===== src/rtl/code_tally_pkg.sv =====
// Shared types and sizing for the code histogram block.
package code_tally_pkg;

    localparam int unsigned CODE_W   = 3;
    localparam int unsigned NUM_BINS = 8;

    typedef enum logic {
        COLLECT = 1'b0,
        DUMP    = 1'b1
    } state_t;

endpackage


===== src/rtl/sat_counter.sv =====
// Saturating up-counter with synchronous clear; clear wins over increment.
module sat_counter #(
    parameter int unsigned CNT_W = 8
) (
    input  logic             clk,
    input  logic             rst_n,
    input  logic             inc,
    input  logic             clr,
    output logic [CNT_W-1:0] count
);

    localparam logic [CNT_W-1:0] CNT_MAX = '1;

    always_ff @(posedge clk or negedge rst_n) begin
        if (!rst_n) begin
            count <= '0;
        end else if (clr) begin
            count <= '0;
        end else if (inc && (count != CNT_MAX)) begin
            count <= count + CNT_W'(1);
        end
    end

endmodule


===== src/rtl/code_tally.sv =====
// Windowed histogram of 3-bit codes: collects WIN samples into 8 saturating
// bins, then streams the bins out as eight valid/ready beats and clears them.
module code_tally
    import code_tally_pkg::*;
#(
    parameter int unsigned CNT_W = 8,
    parameter int unsigned WIN   = 16
) (
    input  logic              clk,
    input  logic              rst_n,
    input  logic              in_valid,
    input  logic [2:0]        in_code,
    output logic              in_ready,
    output logic              out_valid,
    input  logic              out_ready,
    output logic [2:0]        out_bin,
    output logic [CNT_W-1:0]  out_count,
    output logic              out_last
);

    localparam int unsigned SC_W = $clog2(WIN + 1);

    state_t            state;
    state_t            state_next;
    logic [SC_W-1:0]   sc;
    logic [CNT_W-1:0]  bin_cnt [NUM_BINS];

    logic accept;
    logic window_done;
    logic beat;
    logic dump_done;

    assign accept      = in_valid & in_ready;
    assign window_done = accept & (sc == SC_W'(WIN - 1));
    assign beat        = out_valid & out_ready;
    assign dump_done   = beat & out_last;

    // State register
    always_ff @(posedge clk or negedge rst_n) begin
        if (!rst_n) begin
            state <= COLLECT;
        end else begin
            state <= state_next;
        end
    end

    // Next-state logic
    always_comb begin
        state_next = state;
        case (state)
            COLLECT: if (window_done) state_next = DUMP;
            DUMP:    if (dump_done)   state_next = COLLECT;
            default: state_next = COLLECT;
        endcase
    end

    // Outputs decoded from registered state, bin index and bin counters only
    always_comb begin
        in_ready  = 1'b0;
        out_valid = 1'b0;
        out_last  = 1'b0;
        out_count = '0;
        case (state)
            COLLECT: in_ready = 1'b1;
            DUMP: begin
                out_valid = 1'b1;
                out_last  = (out_bin == CODE_W'(NUM_BINS - 1));
                out_count = bin_cnt[out_bin];
            end
            default: in_ready = 1'b0;
        endcase
    end

    // Accepted-sample counter for the current window
    always_ff @(posedge clk or negedge rst_n) begin
        if (!rst_n) begin
            sc <= '0;
        end else if (dump_done) begin
            sc <= '0;
        end else if (accept) begin
            sc <= sc + SC_W'(1);
        end
    end

    // Beat index; wraps back to 0 after the bin-7 beat
    always_ff @(posedge clk or negedge rst_n) begin
        if (!rst_n) begin
            out_bin <= '0;
        end else if (window_done) begin
            out_bin <= '0;
        end else if (beat) begin
            out_bin <= out_bin + CODE_W'(1);
        end
    end

    for (genvar g = 0; g < NUM_BINS; g++) begin : g_bin
        sat_counter #(
            .CNT_W (CNT_W)
        ) u_cnt (
            .clk   (clk),
            .rst_n (rst_n),
            .inc   (accept && (in_code == CODE_W'(g))),
            .clr   (dump_done),
            .count (bin_cnt[g])
        );
    end

endmodule


===== config.mk =====
export PLATFORM = sky130hd
export DESIGN_NAME = code_tally
export DESIGN_NICKNAME = d
export VERILOG_FILES = /design/src/rtl/code_tally_pkg.sv /design/src/rtl/sat_counter.sv /design/src/rtl/code_tally.sv
export SDC_FILE = /design/constraint.sdc
export NUM_CORES = 1
export LEC_CHECK = 0
export BUFFER_PORTS_ARGS = -buffer_cell sky130_fd_sc_hd__buf_2
export CAP_MARGIN = 30
export CORE_UTILIZATION = 45
export DETAILED_ROUTE_END_ITERATION = 6
export PLACE_DENSITY_LB_ADDON = 0.3
export SLEW_MARGIN = 5
export SYNTH_ARGS = -nofsm -noshare
export SYNTH_HDL_FRONTEND = slang
export SYNTH_SLANG_ARGS = --single-unit

===== constraint.sdc =====
create_clock -name clk -period 2.15 [get_ports clk]
set_input_delay 0.215 -clock clk [delete_from_list [all_inputs] [get_ports clk]]
set_output_delay 0.215 -clock clk [all_outputs]
set_load 0.02 [all_outputs]

Word level (Yosys, flattened, before mapping). Cells that the tools add are included.

Flip-flop bits (word level): 73.

$add $sub $neg: 10. Magnitude comparators: 1. Equal/unequal tests: 17. Multiplexer cells: 30. Bitwise operators: 6. Reduce and logical (&&, ||, !) cells: 27.

Operator list (number): 2-to-1 mux 8 bit (19); adder 8 x 1 -> 8 bit (second input constant) (8); inequality test 8 bit (second input constant) (8); binary-select mux 8 bit (select 3 bit) (1); nonzero test 2 bit (10); logical AND 1 bit (16); == test 3 bit (second input constant) (5); 2-to-1 mux 5 bit (2); == test 3 x 2 -> 1 bit (second input constant) (2); 2-to-1 mux 3 bit (2); adder 5 x 1 -> 5 bit (second input constant) (1); == test 5 x 4 -> 1 bit (second input constant) (1); 2-to-1 mux 1 bit (5); AND 1 bit (4); greater-or-equal comparator 4 bit (second input constant) (1); inverter 3 -> 4 bit (1); adder 3 x 1 -> 3 bit (second input constant) (1); == test 3 x 1 -> 1 bit (second input constant) (1); logical NOT 3 bit (1); case mux 1 bit (2 select lines) (1); inverter 1 bit (1).

Depth between registers and ports, before layout. Gate-level depths: netlist (run 1).

Word-level depth: 6. Gate-level depth with buffers: 8. Gate-level depth less buffers: 6.

By module. From an unflattened synthesis (run 1), not the netlist that was laid out.

Cell total of the unflattened synthesis: 485. Area total of the unflattened synthesis: 4767.1 µm².

Modules (own cells, without submodules): sat_counter (times used 8, cells an instance 49, area each 464.2 µm², sequential area each 200.2 µm²); code_tally (times used 1, cells an instance 93, area each 1053.5 µm², sequential area each 225.2 µm²).

Least setup slack after synthesis (run 1). OpenSTA, ideal clock, no wires.

Kind: flip-flop to output port. From: register out_bin[0]. To: output out_count[3]. Arrival time: 1.815 ns. Path slack: 0.120 ns. Cell stages (with the launch flop): 6. Buffers on the path: 2. Cells stage by stage: dfrtp_1 -> buf_2 -> buf_2 -> mux4_2 -> mux2i_1 -> nor2_1.

Cells in the longest elaborated chain, start to end: 5.

Ends and longest elaborated chain: start, declared (line code_tally.sv:16) `output logic [2:0] out_bin,`; start signal, assigned (line code_tally.sv:92) `out_bin <= out_bin + CODE_W'(1);`; inverter 3 -> 4 bit (not written as such) (line code_tally.sv:68) `out_count = bin_cnt[out_bin];`; binary-select mux 8 bit (select 3 bit) (line code_tally.sv:68); 2-to-1 mux 8 bit (not written as such) (2 in series) (line code_tally.sv:68); 2-to-1 mux 8 bit (line code_tally.sv:63) `case (state)`; end, declared (line code_tally.sv:17) `output logic [CNT_W-1:0] out_count,`.

Every way passes these cells. The select of a mux whose other input is x is not followed.

Worst setup path after layout (run 1). Ends and elaborated chain as after synthesis.

==> impl_metrics.py, run 1 <==
metrics = {
    "outcome": {
        "outcome": "finished clean",
    },
    "floorplan": {
        "rows": 35,
        "ios": 21,
        "die_w_um": 100,
        "initial_core_util_pct": 46.7,
        "die_y_um": 100,
        "core_area_um2": 9280,
        "dieArea_um2": 10000,
    },
    "finish": {
        "final_nets": 495,
        "multi_input_area_um2": 2350,
        "seqCellArea_um2": 1830,
        "area_growth_pct": 14.5,
        "drive_gt1_share_pct": 21.8,
        "finalCoreUtilization_pct": 53.5,
        "fillers": 843,
        "antennaDiodeCount": 0,
    },
    "critical_path": {
        "critical_path_class": "flop to output port",
        "crit_arrival_ns": 1.91,
        "start_kind": "flop",
        "cp.required_ns": 1.93,
        "crit_path_end_kind": "output port",
        "path_max_fanout": 8,
    },
    "yosys": {
        "synthTopCellsByArea": "dfrtp_1, mux4_2, nand3_1",
        "ys_warn_count": 0,
        "ys_types": 34,
        "synth_top_area_share_pct": 42.1,
        "synth_area_per_cell_um2": 9.86,
        "synthCells": 440,
        "async_flop_share_pct": 100,
        "synth_common_cells": "dfrtp_1, nand3_1, o21ai_0",
        "seq_area_frac_synth_pct": 42.1,
        "mappedNetlistArea_um2": 4340,
        "yosysMostFrequentCell": "dfrtp_1",
        "synth_top_area_cell": "dfrtp_1",
        "synth_seq_cells": 73,
        "syn_nets": 459,
        "synth_edf_count": 0,
        "synth_flop_cell": "dfrtp_1",
    },
    "power": {
        "swShare_pct": 35.6,
        "seq_power_share_pct": 40.7,
        "p_leak_nw": 2.04,
        "power_density_nw_per_um2": 932,
        "comb_power_share_pct": 33.2,
        "peakVddDrop_uv": 663,
        "power.share.clock_pct": 26.1,
        "power.internal_w": 0.00298,
        "p_sw_w": 0.00165,
    },
    "sta": {
        "final-setup-viol-count": 0,
        "skew_ns": 0.0147,
        "hold_viol": 0,
        "slew_violations": 0,
        "relSlewSlack_pct": 59.7,
        "setup_ws_ns": 0.0272,
        "holdWs_ns": 0.252,
        "worstMarginPinSlew_ns": 0.602,
        "period_minus_slack_ns": 2.12,
        "clock.fmax_mhz": 471,
        "period_share_pct": 98.7,
        "rsz0062_at_grt": "true",
    },
    "job": {
        "drv_cap": 0,
    },
    "detailed_routing": {
        "via_per_inst": 5.97,
        "antenna_left": 0,
        "num_vias": 3643,
        "drtPass1Iterations": 5,
        "route.detailed.drc": 0,
        "finalWirelength_mm": 10.5,
        "wl_per_cell_um": 17.2,
        "drtIter0Drc": 185,
    },
    "placement": {
        "hpwl_mm": 7.60,
        "place_worst_setup_slack_ns": 0.325,
        "port_buffers": 20,
        "gp_congestion": 0.859,
    },
    "clock_tree": {
        "insertion_delay_ns": 0.37,
        "h-tree-depth": 3,
        "clockBufferDepth": 2,
        "cts_tree": "built",
        "cts_inserted_buffers": 9,
        "cts_root_buf": "clkbuf_8",
        "clkTransAtPathRegs_ns": 0.09,
        "clock_sink_count": 73,
    },
    "global_route": {
        "grt_pass1_vias": 3488,
        "grt_pass1_wl_mm": 17.9,
        "antenna_found_initial": 0,
        "gr-total-overflow": 0,
        "grt_max_degree": 46,
        "track_usage_pct": 23.2,
    },
    "hold_path": {
        "hold_class": "input port to flop",
    },
}
## worst paths after layout
kind / start / to / slack [ns] / depth (start not counted)
setup / recovery: out_bin[0]$_DFFE_PN0P_ / out_count[3] / 0.03 / 5
hold / removal: in_code[1] / g_bin[7].u_cnt.count[2]$_DFFE_PN0P_ / 0.25 / 3
setup reg to reg: out_bin[0]$_DFFE_PN0P_ / g_bin[0].u_cnt.count[2]$_DFFE_PN0P_ / 0.19 / 9
hold reg to reg: sc[3]$_DFFE_PN0P_ / sc[3]$_DFFE_PN0P_ / 0.56 / 2
max in group asynchronous: rst_n / state$_DFF_PN0_ / 1.26 / 3
min in group asynchronous: rst_n / g_bin[4].u_cnt.count[0]$_DFFE_PN0P_ / 0.40 / 3
## registers in the layout, summed over array words and instances, names as in the netlist
| register | count |
|---|---|
| sc | 5 |
| g_bin.u_cnt.count | 64 |
| state | 1 |
| out_bin | 3 |
## per-layer routing
metal  up-vias  routed length (µm)  global-route usage, %
li1       1741                   -                      -
met1      1794                5070                   33.8
met2        87                4690                   33.8
met3        21                 451                   5.08
met4         0                 273                   9.36
met5         -                   0                      0
## critical path: stages (launching register included)
cell     delay [ns]
dfrtp_1        0.43
buf_6          0.18
mux4_2         0.53
mux2i_1        0.16
nor2_1         0.07
buf_2          0.18
## what timing repair did
| action | in CTS | in global routing |
|---|---|---|
| hold buffers | 1 | 0 |
| endpoints found under the setup margin | 5 | 8 |
| setup buffers | 1 | 2 |
| endpoints found under the hold margin | 73 | 0 |
| resized for setup | 1 | 5 |
## final cells by class
cell class	count	share of cell area (%)
tap	129	3.25
multi-input combinational	326	47.3
sequential	73	36.8
clock buffer	10	2.57
timing repair buffer	48	6.90
clock inverter	6	1.84
inverter	18	1.36
## power by group through the flow
stage / clock network, W / registers (W) / logic (W)
6_report: 0.00121 / 0.00188 / 0.00154
5_1_grt: 0.00130 / 0.00192 / 0.00172
4_1_cts: 0.00124 / 0.00187 / 0.00151
3_5_place_dp: 0 / 0.00190 / 0.00148
3_3_place_gp: 0 / 0.00188 / 0.00143
2_1_floorplan: 0 / 0.00187 / 0.00101
## logic make-up after synthesis
group / after synthesis / share of synthesized area (%)
buffers and inverters: 41 / 3.81
and+or+nand+nor: 153 / 18.3
xor gates and xnor gates: 6 / 1.21
AOI/OAI and AO/OA: 123 / 19.0
muxes: 32 / 12.1
adders and majority gates: 12 / 3.46
DFF: 73 / 42.1
## per-stage QoR
step	instances	TNS [ns]	total power (W)	cell area [µm²]
floorplan	440	0	0.00288	4340
global placement	590	0	0.00332	4700
detailed placement	590	0	0.00338	4700
CTS	608	0	0.00463	4940
global route	610	-0.368	0.00494	4970
finish	610	0	0.00463	4970
## layout by cell type, fill, tap and decap left out, drive strengths merged, types with 2 or more instances in the layout
master,count
nand3,47
a21o,4
or3,27
mux4,16
o2111ai,2
or4,2
or2,2
bufinv,2
and4,2
clkbuf,10
xor2,3
nand2,30
o31ai,12
dfrtp,73
xnor2,3
clkinv,3
o21ai,41
buf,47
nor2b,4
and3,4
inv,19
nor2,18
mux2,4
nor3,4
nand4,10
o211ai,25
mux2i,12
a31o,16
a21oi,21
ha,12
No activity file was read; power rests on OpenSTA's default activity.
==> run 2: changes to the inputs <==
--- a/config.mk
+++ b/config.mk
@@ -6,8 +6,7 @@
 export NUM_CORES = 1
 export LEC_CHECK = 0
 export BUFFER_PORTS_ARGS = -buffer_cell sky130_fd_sc_hd__buf_2
-export CAP_MARGIN = 30
-export CORE_UTILIZATION = 45
+export CORE_UTILIZATION = 44
 export DETAILED_ROUTE_END_ITERATION = 6
 export PLACE_DENSITY_LB_ADDON = 0.3
 export SLEW_MARGIN = 5
==> run 2 against run 1 <==
Against the previous run: the flow now finishes with violations (setup timing); sequential power hardly changed; flip-flop and latch count stayed put; global-route usage is 0.17 points lower; non-clock buffer count is 1 lower; via count is 2.2% higher; maximum frequency is 1.4% lower; critical endpoint is now out_count[1].
==> impl_metrics.py, run 2 (synthesized netlist as in run 1, its figures left out) <==
metrics = {
    "sta": {
        "worstMarginPinSlew_ns": 0.717,
        "setup_ws_ns": -0.00238,
        "period_minus_slack_ns": 2.15,
        "holdWs_ns": 0.319,
        "relSlewSlack_pct": 52.0,
        "final-setup-viol-count": 1,
        "rsz0062_at_grt": "true",
        "clock.fmax_mhz": 465,
        "period_share_pct": 100,
        "skew_ns": 0.00504,
        "slew_violations": 0,
        "hold_viol": 0,
    },
    "detailed_routing": {
        "finalWirelength_mm": 10.8,
        "route.detailed.drc": 0,
        "via_per_inst": 6.11,
        "wl_per_cell_um": 17.8,
        "drtIter0Drc": 228,
        "drtPass1Iterations": 5,
        "antenna_left": 0,
        "num_vias": 3724,
    },
    "critical_path": {
        "cp_top_family": "multiplexers",
        "cp.required_ns": 1.93,
        "crit_cells": 5,
        "path_max_fanout": 5,
        "r2r_setup_slack_ns": 0.21,
        "r2r_end": "g_bin[3].u_cnt.count[7]$_DFFE_PN0P_",
        "critical_path_class": "flop to output port",
        "path_cells": "buf_12 > mux4_2 > mux2i_2 > nor2_1 > buf_2",
        "critPathLaunch": "out_bin[0]$_DFFE_PN0P_",
        "crit_path_max_incr_delay_ns": 0.53,
        "crit_path_end_kind": "output port",
        "critical_path.n_buffers_inverters": 2,
        "reg2reg_from": "g_bin[3].u_cnt.count[0]$_DFFE_PN0P_",
        "cp_slowest_cell": "mux4_2",
        "start_kind": "flop",
        "reg2reg_depth": 5,
        "crit_arrival_ns": 1.94,
    },
    "floorplan": {
        "die_y_um": 101,
        "ios": 21,
        "initial_core_util_pct": 46.1,
        "die_w_um": 101,
        "dieArea_um2": 10300,
        "core_area_um2": 9420,
        "rows": 35,
    },
    "finish": {
        "drive_gt1_share_pct": 21.7,
        "instances_no_fill": 609,
        "mostFrequentLayoutCells": "dfrtp_1, nand3_1, o21ai_0",
        "regMostFlops": "g_bin.u_cnt.count",
        "area_growth_pct": 14.2,
        "final_common_cell": "dfrtp_1",
        "largest_register_ffs": 64,
        "antennaDiodeCount": 0,
        "reg_top3": "g_bin.u_cnt.count x64, sc x5, out_bin x3",
        "finalCoreUtilization_pct": 52.6,
        "final_nets": 494,
    },
    "power": {
        "p_sw_w": 0.00167,
        "comb_power_share_pct": 36.3,
        "peakVddDrop_uv": 405,
        "seq_power_share_pct": 42.9,
        "power_w": 0.00445,
        "power_density_nw_per_um2": 898,
        "power.internal_w": 0.00278,
        "swShare_pct": 37.5,
        "power.share.clock_pct": 20.8,
        "p_leak_nw": 2.03,
    },
    "outcome": {
        "outcome": "finished with violations",
        "failed_checks": "setup timing",
    },
    "hold_path": {
        "worstHoldStart": "out_ready",
        "hold_depth": 4,
        "min_to": "out_bin[0]$_DFFE_PN0P_",
        "hold_class": "input port to flop",
    },
    "job": {
        "drv_cap": 0,
    },
    "clock_tree": {
        "cts_tree": "built",
        "insertion_delay_ns": 0.35,
        "clockBufferDepth": 2,
        "cts_root_buf": "clkbuf_8",
        "clock_sink_count": 73,
        "h-tree-depth": 3,
        "clkTransAtPathRegs_ns": 0.07,
        "cts_inserted_buffers": 9,
    },
    "global_route": {
        "antenna_found_initial": 0,
        "track_usage_pct": 23.1,
        "grt_pass1_wl_mm": 17.9,
        "gr-total-overflow": 0,
        "grt_max_degree": 36,
        "grt_pass1_vias": 3487,
    },
    "placement": {
        "hpwl_mm": 7.63,
        "port_buffers": 20,
        "place_worst_setup_slack_ns": 0.235,
        "gp_congestion": 0.857,
        "place_inst": 587,
    },
}
## run 2: repair_timing
item                                    4_1_cts  5_1_grt
cloned                                        2        0
hold buffers                                  1        0
endpoints found under the setup margin        1       10
endpoints found under the hold margin        33        0
gates resized for setup                       7        2
setup buffers                                 5        0
## run 2: layer usage
metal | global-route usage [%] | up-vias | wire length [µm]
li1 | - | 1743 | -
met2 | 34.5 | 123 | 4910
met5 | 0 | - | 0
met3 | 3.31 | 24 | 624
met1 | 33.1 | 1834 | 4970
met4 | 11.0 | 0 | 316
## run 2: power groups by stage
stage	registers [W]	clock network [W]	logic (W)
2_1_floorplan	0.00187	0	0.00101
3_3_place_gp	0.00189	0	0.00142
3_5_place_dp	0.00190	0	0.00148
4_1_cts	0.00189	0.000933	0.00173
5_1_grt	0.00194	0.00101	0.00180
6_report	0.00191	0.000925	0.00161
## run 2: worst max path at each step
stage                     slack, ns                                  end
final                        -0.002                         out_count[1]
after global routing          -0.05                         out_count[1]
after CTS                     -0.02                         out_count[4]
after detailed placement       0.24  g_bin[3].u_cnt.count[7]$_DFFE_PN0P_
after global placement         0.26  g_bin[3].u_cnt.count[7]$_DFFE_PN0P_
after floorplan                0.12                         out_count[3]
## run 2: per-stage QoR
| step | instance area [µm²] | TNS, ns |
|---|---|---|
| final | 4950 | -0.00238 |
| after global routing | 4950 | -0.252 |
| after global placement | 4710 | 0 |
| after floorplan | 4340 | 0 |
| after CTS | 5000 | -0.0834 |
| after detailed placement | 4710 | 0 |
## run 2: final cells by class
cell class	instances	area, µm²
Fill cell	827	4460
Multi-Input combinational cell	326	2360
Sequential cell	73	1830
Timing Repair Buffer	47	383
Tap cell	129	161
Clock buffer	12	135
Inverter	18	67.6
Clock inverter	4	20.0
## run 2: worst min-delay path, cell delays in order
cell and delay [ns]:
buf_2 0.17, xor2_1 0.08, nand2_1 0.06, o21ai_0 0.10
==> run 3: changes to the inputs <==
--- a/config.mk
+++ b/config.mk
@@ -6,6 +6,8 @@
 export NUM_CORES = 1
 export LEC_CHECK = 0
 export BUFFER_PORTS_ARGS = -buffer_cell sky130_fd_sc_hd__buf_2
+export CELL_PAD_IN_SITES_DETAIL_PLACEMENT = 1
+export CELL_PAD_IN_SITES_GLOBAL_PLACEMENT = 1
 export CORE_UTILIZATION = 44
 export DETAILED_ROUTE_END_ITERATION = 6
 export PLACE_DENSITY_LB_ADDON = 0.3
==> constraint.sdc (replaced) <==
create_clock -name clk -period 2.2 [get_ports clk]
set_input_delay 0.22 -clock clk [delete_from_list [all_inputs] [get_ports clk]]
set_output_delay 0.22 -clock clk [all_outputs]
set_load 0.02 [all_outputs]
==> run 3 against run 2 <==
Against the previous run: the flow now finishes without violations; total power up 0.73%; sequential share of layout area up 0.14 points; final area down 0.38%; global-route usage up 3.2 points; clock-buffer cell count down 1; die area unchanged; worst hold slack worse by 0.037 ns; register-to-register slack better by 0.06 ns.
==> impl_metrics.py, run 3 (synthesized netlist as in run 1, its figures left out) <==
metrics = {
    "placement": {
        "gp_congestion": 0.800,
        "port_buffers": 20,
        "dpl_cell_area_um2": 4680,
        "hpwl_mm": 8.75,
        "place_worst_setup_slack_ns": 0.266,
    },
    "sta": {
        "worstMarginPinSlew_ns": 0.800,
        "skew_ns": 0.00731,
        "slew_violations": 0,
        "clock.fmax_mhz": 460,
        "holdWs_ns": 0.282,
        "relSlewSlack_pct": 46.4,
        "period_minus_slack_ns": 2.17,
        "rsz0062_at_grt": "true",
        "final-setup-viol-count": 0,
        "setup_tns_ns": 0,
        "setup_ws_ns": 0.0265,
        "hold_viol": 0,
        "period_share_pct": 98.8,
    },
    "finish": {
        "drive_gt1_share_pct": 21.1,
        "final_common_cell": "dfrtp_1",
        "finalCoreUtilization_pct": 52.4,
        "stdcell_area_um2": 4930,
        "final_nets": 488,
        "regMostFlops": "g_bin.u_cnt.count",
        "area_growth_pct": 13.7,
        "mostFrequentLayoutCells": "dfrtp_1, nand3_1, o21ai_0",
        "reg_top3": "g_bin.u_cnt.count x64, sc x5, out_bin x3",
        "largest_register_ffs": 64,
        "antennaDiodeCount": 0,
    },
    "global_route": {
        "gr-total-overflow": 0,
        "antenna_found_initial": 0,
        "track_usage_pct": 26.3,
        "grt_use_met3_pct": 5.38,
        "grt_use_met1_pct": 35.2,
        "met2_usage_pct": 41.0,
        "grt_pass1_vias": 3852,
        "grt_pass1_wl_mm": 20.1,
        "grt_max_degree": 35,
        "grt-busiest-layer": "met2",
    },
    "floorplan": {
        "die_w_um": 101,
        "core_area_um2": 9420,
        "ios": 21,
        "rows": 35,
        "die_y_um": 101,
        "initial_core_util_pct": 46.1,
        "dieArea_um2": 10300,
    },
    "detailed_routing": {
        "route.detailed.drc": 0,
        "drtPass1Iterations": 4,
        "antenna_left": 0,
        "num_vias": 3679,
        "wl_per_cell_um": 20.0,
        "via_per_inst": 6.10,
        "drtIter0Drc": 161,
        "finalWirelength_mm": 12.1,
    },
    "power": {
        "p_leak_nw": 2.02,
        "power.internal_w": 0.00283,
        "swShare_pct": 36.8,
        "seq_power_share_pct": 41.3,
        "peakVddDrop_uv": 511,
        "power_density_nw_per_um2": 908,
        "comb_power_share_pct": 33.9,
        "p_sw_w": 0.00165,
        "power.share.clock_pct": 24.8,
    },
    "critical_path": {
        "path_cells": "buf_12 > mux4_2 > mux2i_1 > nor2_1 > buf_2",
        "cp.required_ns": 1.98,
        "crit_path_max_incr_delay_ns": 0.52,
        "crit_path_end_kind": "output port",
        "path_max_fanout": 10,
        "reg2reg_depth": 4,
        "crit_arrival_ns": 1.95,
        "start_kind": "flop",
        "critical_path_class": "flop to output port",
        "r2r_setup_slack_ns": 0.27,
        "r2r_end": "g_bin[7].u_cnt.count[3]$_DFFE_PN0P_",
        "reg2reg_from": "state$_DFF_PN0_",
        "cp_slowest_cell": "mux4_2",
    },
    "outcome": {
        "outcome": "finished clean",
    },
    "job": {
        "drv_cap": 0,
    },
    "hold_path": {
        "hold_depth": 4,
        "worstHoldStart": "out_ready",
        "min_to": "out_bin[0]$_DFFE_PN0P_",
        "hold_class": "input port to flop",
    },
    "clock_tree": {
        "insertion_delay_ns": 0.36,
        "clkTransAtPathRegs_ns": 0.08,
        "cts_root_buf": "clkbuf_8",
        "h-tree-depth": 3,
        "cts_inserted_buffers": 9,
        "clock_sink_count": 73,
        "clockBufferDepth": 2,
        "cts_tree": "built",
    },
}
-- run 3: cell count changes in the layout (fill, tap and decap cells not counted), moves of 2 or more --
cell / delta
buf_4: -5
clkbuf_1: -3
buf_6: -2
clkbuf_8: +2
-- run 3: routing by layer --
metal / up-vias / wire [µm]
li1: 1726 / -
met5: - / 0
met2: 62 / 5690
met4: 0 / 286
met1: 1871 / 5720
met3: 20 / 382
-- run 3: cell type report --
type	count	area (µm²)
clock inverters	5	53.8
repair buffers	41	323
clock buffers	11	151
fillers	1082	4480
well taps	129	161
flip-flops and latches	73	1830
inverters	18	67.6
multi-input cells	326	2350
-- run 3: how the worst max path moves through the flow --
stage / from / end / slack [ns] / cells past startpoint
2_1_floorplan: out_bin[0]$_DFFE_PN0P_ / out_count[3] / 0.17 / 5
3_3_place_gp: g_bin[3].u_cnt.count[0]$_DFFE_PN0P_ / g_bin[3].u_cnt.count[7]$_DFFE_PN0P_ / 0.37 / 5
3_5_place_dp: g_bin[6].u_cnt.count[5]$_DFFE_PN0P_ / g_bin[6].u_cnt.count[0]$_DFFE_PN0P_ / 0.27 / 5
4_1_cts: out_bin[0]$_DFFE_PN0P_ / out_count[1] / -0.002 / 5
5_1_grt: out_bin[0]$_DFFE_PN0P_ / out_count[3] / -0.06 / 5
6_report: out_bin[0]$_DFFE_PN0P_ / out_count[1] / 0.03 / 5
-- run 3: timing repair --
item | 4_1_cts | 5_1_grt
hold buffers | 1 | 0
pin swaps | 0 | 2
endpoints found under the setup margin | 4 | 10
buffers inserted | 1 | 1
endpoints found under the hold margin | 32 | 0
gates resized for setup | 2 | 3
gates cloned | 1 | 0
-- run 3: worst max-delay path: cells and delay by family (launching register included) --
kind | cells | cell delay [ns]
DFF | 1 | 0.43
and+or+nand+nor | 1 | 0.07
muxes | 2 | 0.74
buffers and inverters | 2 | 0.35
-- run 3: power groups by stage --
| stage | Clock, W | Sequential [W] | Combinational, W |
|---|---|---|---|
| finish | 0.00111 | 0.00185 | 0.00152 |
| global placement | 0 | 0.00184 | 0.00139 |
| floorplan | 0 | 0.00183 | 0.000986 |
| detailed placement | 0 | 0.00186 | 0.00147 |
| CTS | 0.00114 | 0.00184 | 0.00158 |
| global route | 0.00119 | 0.00189 | 0.00166 |
-- run 3: through the flow --
| step | cells | power [W] |
|---|---|---|
| after floorplan | 440 | 0.00281 |
| after global placement | 584 | 0.00323 |
| after CTS | 603 | 0.00456 |
| final | 603 | 0.00448 |
| after detailed placement | 584 | 0.00333 |
| after global routing | 603 | 0.00473 |
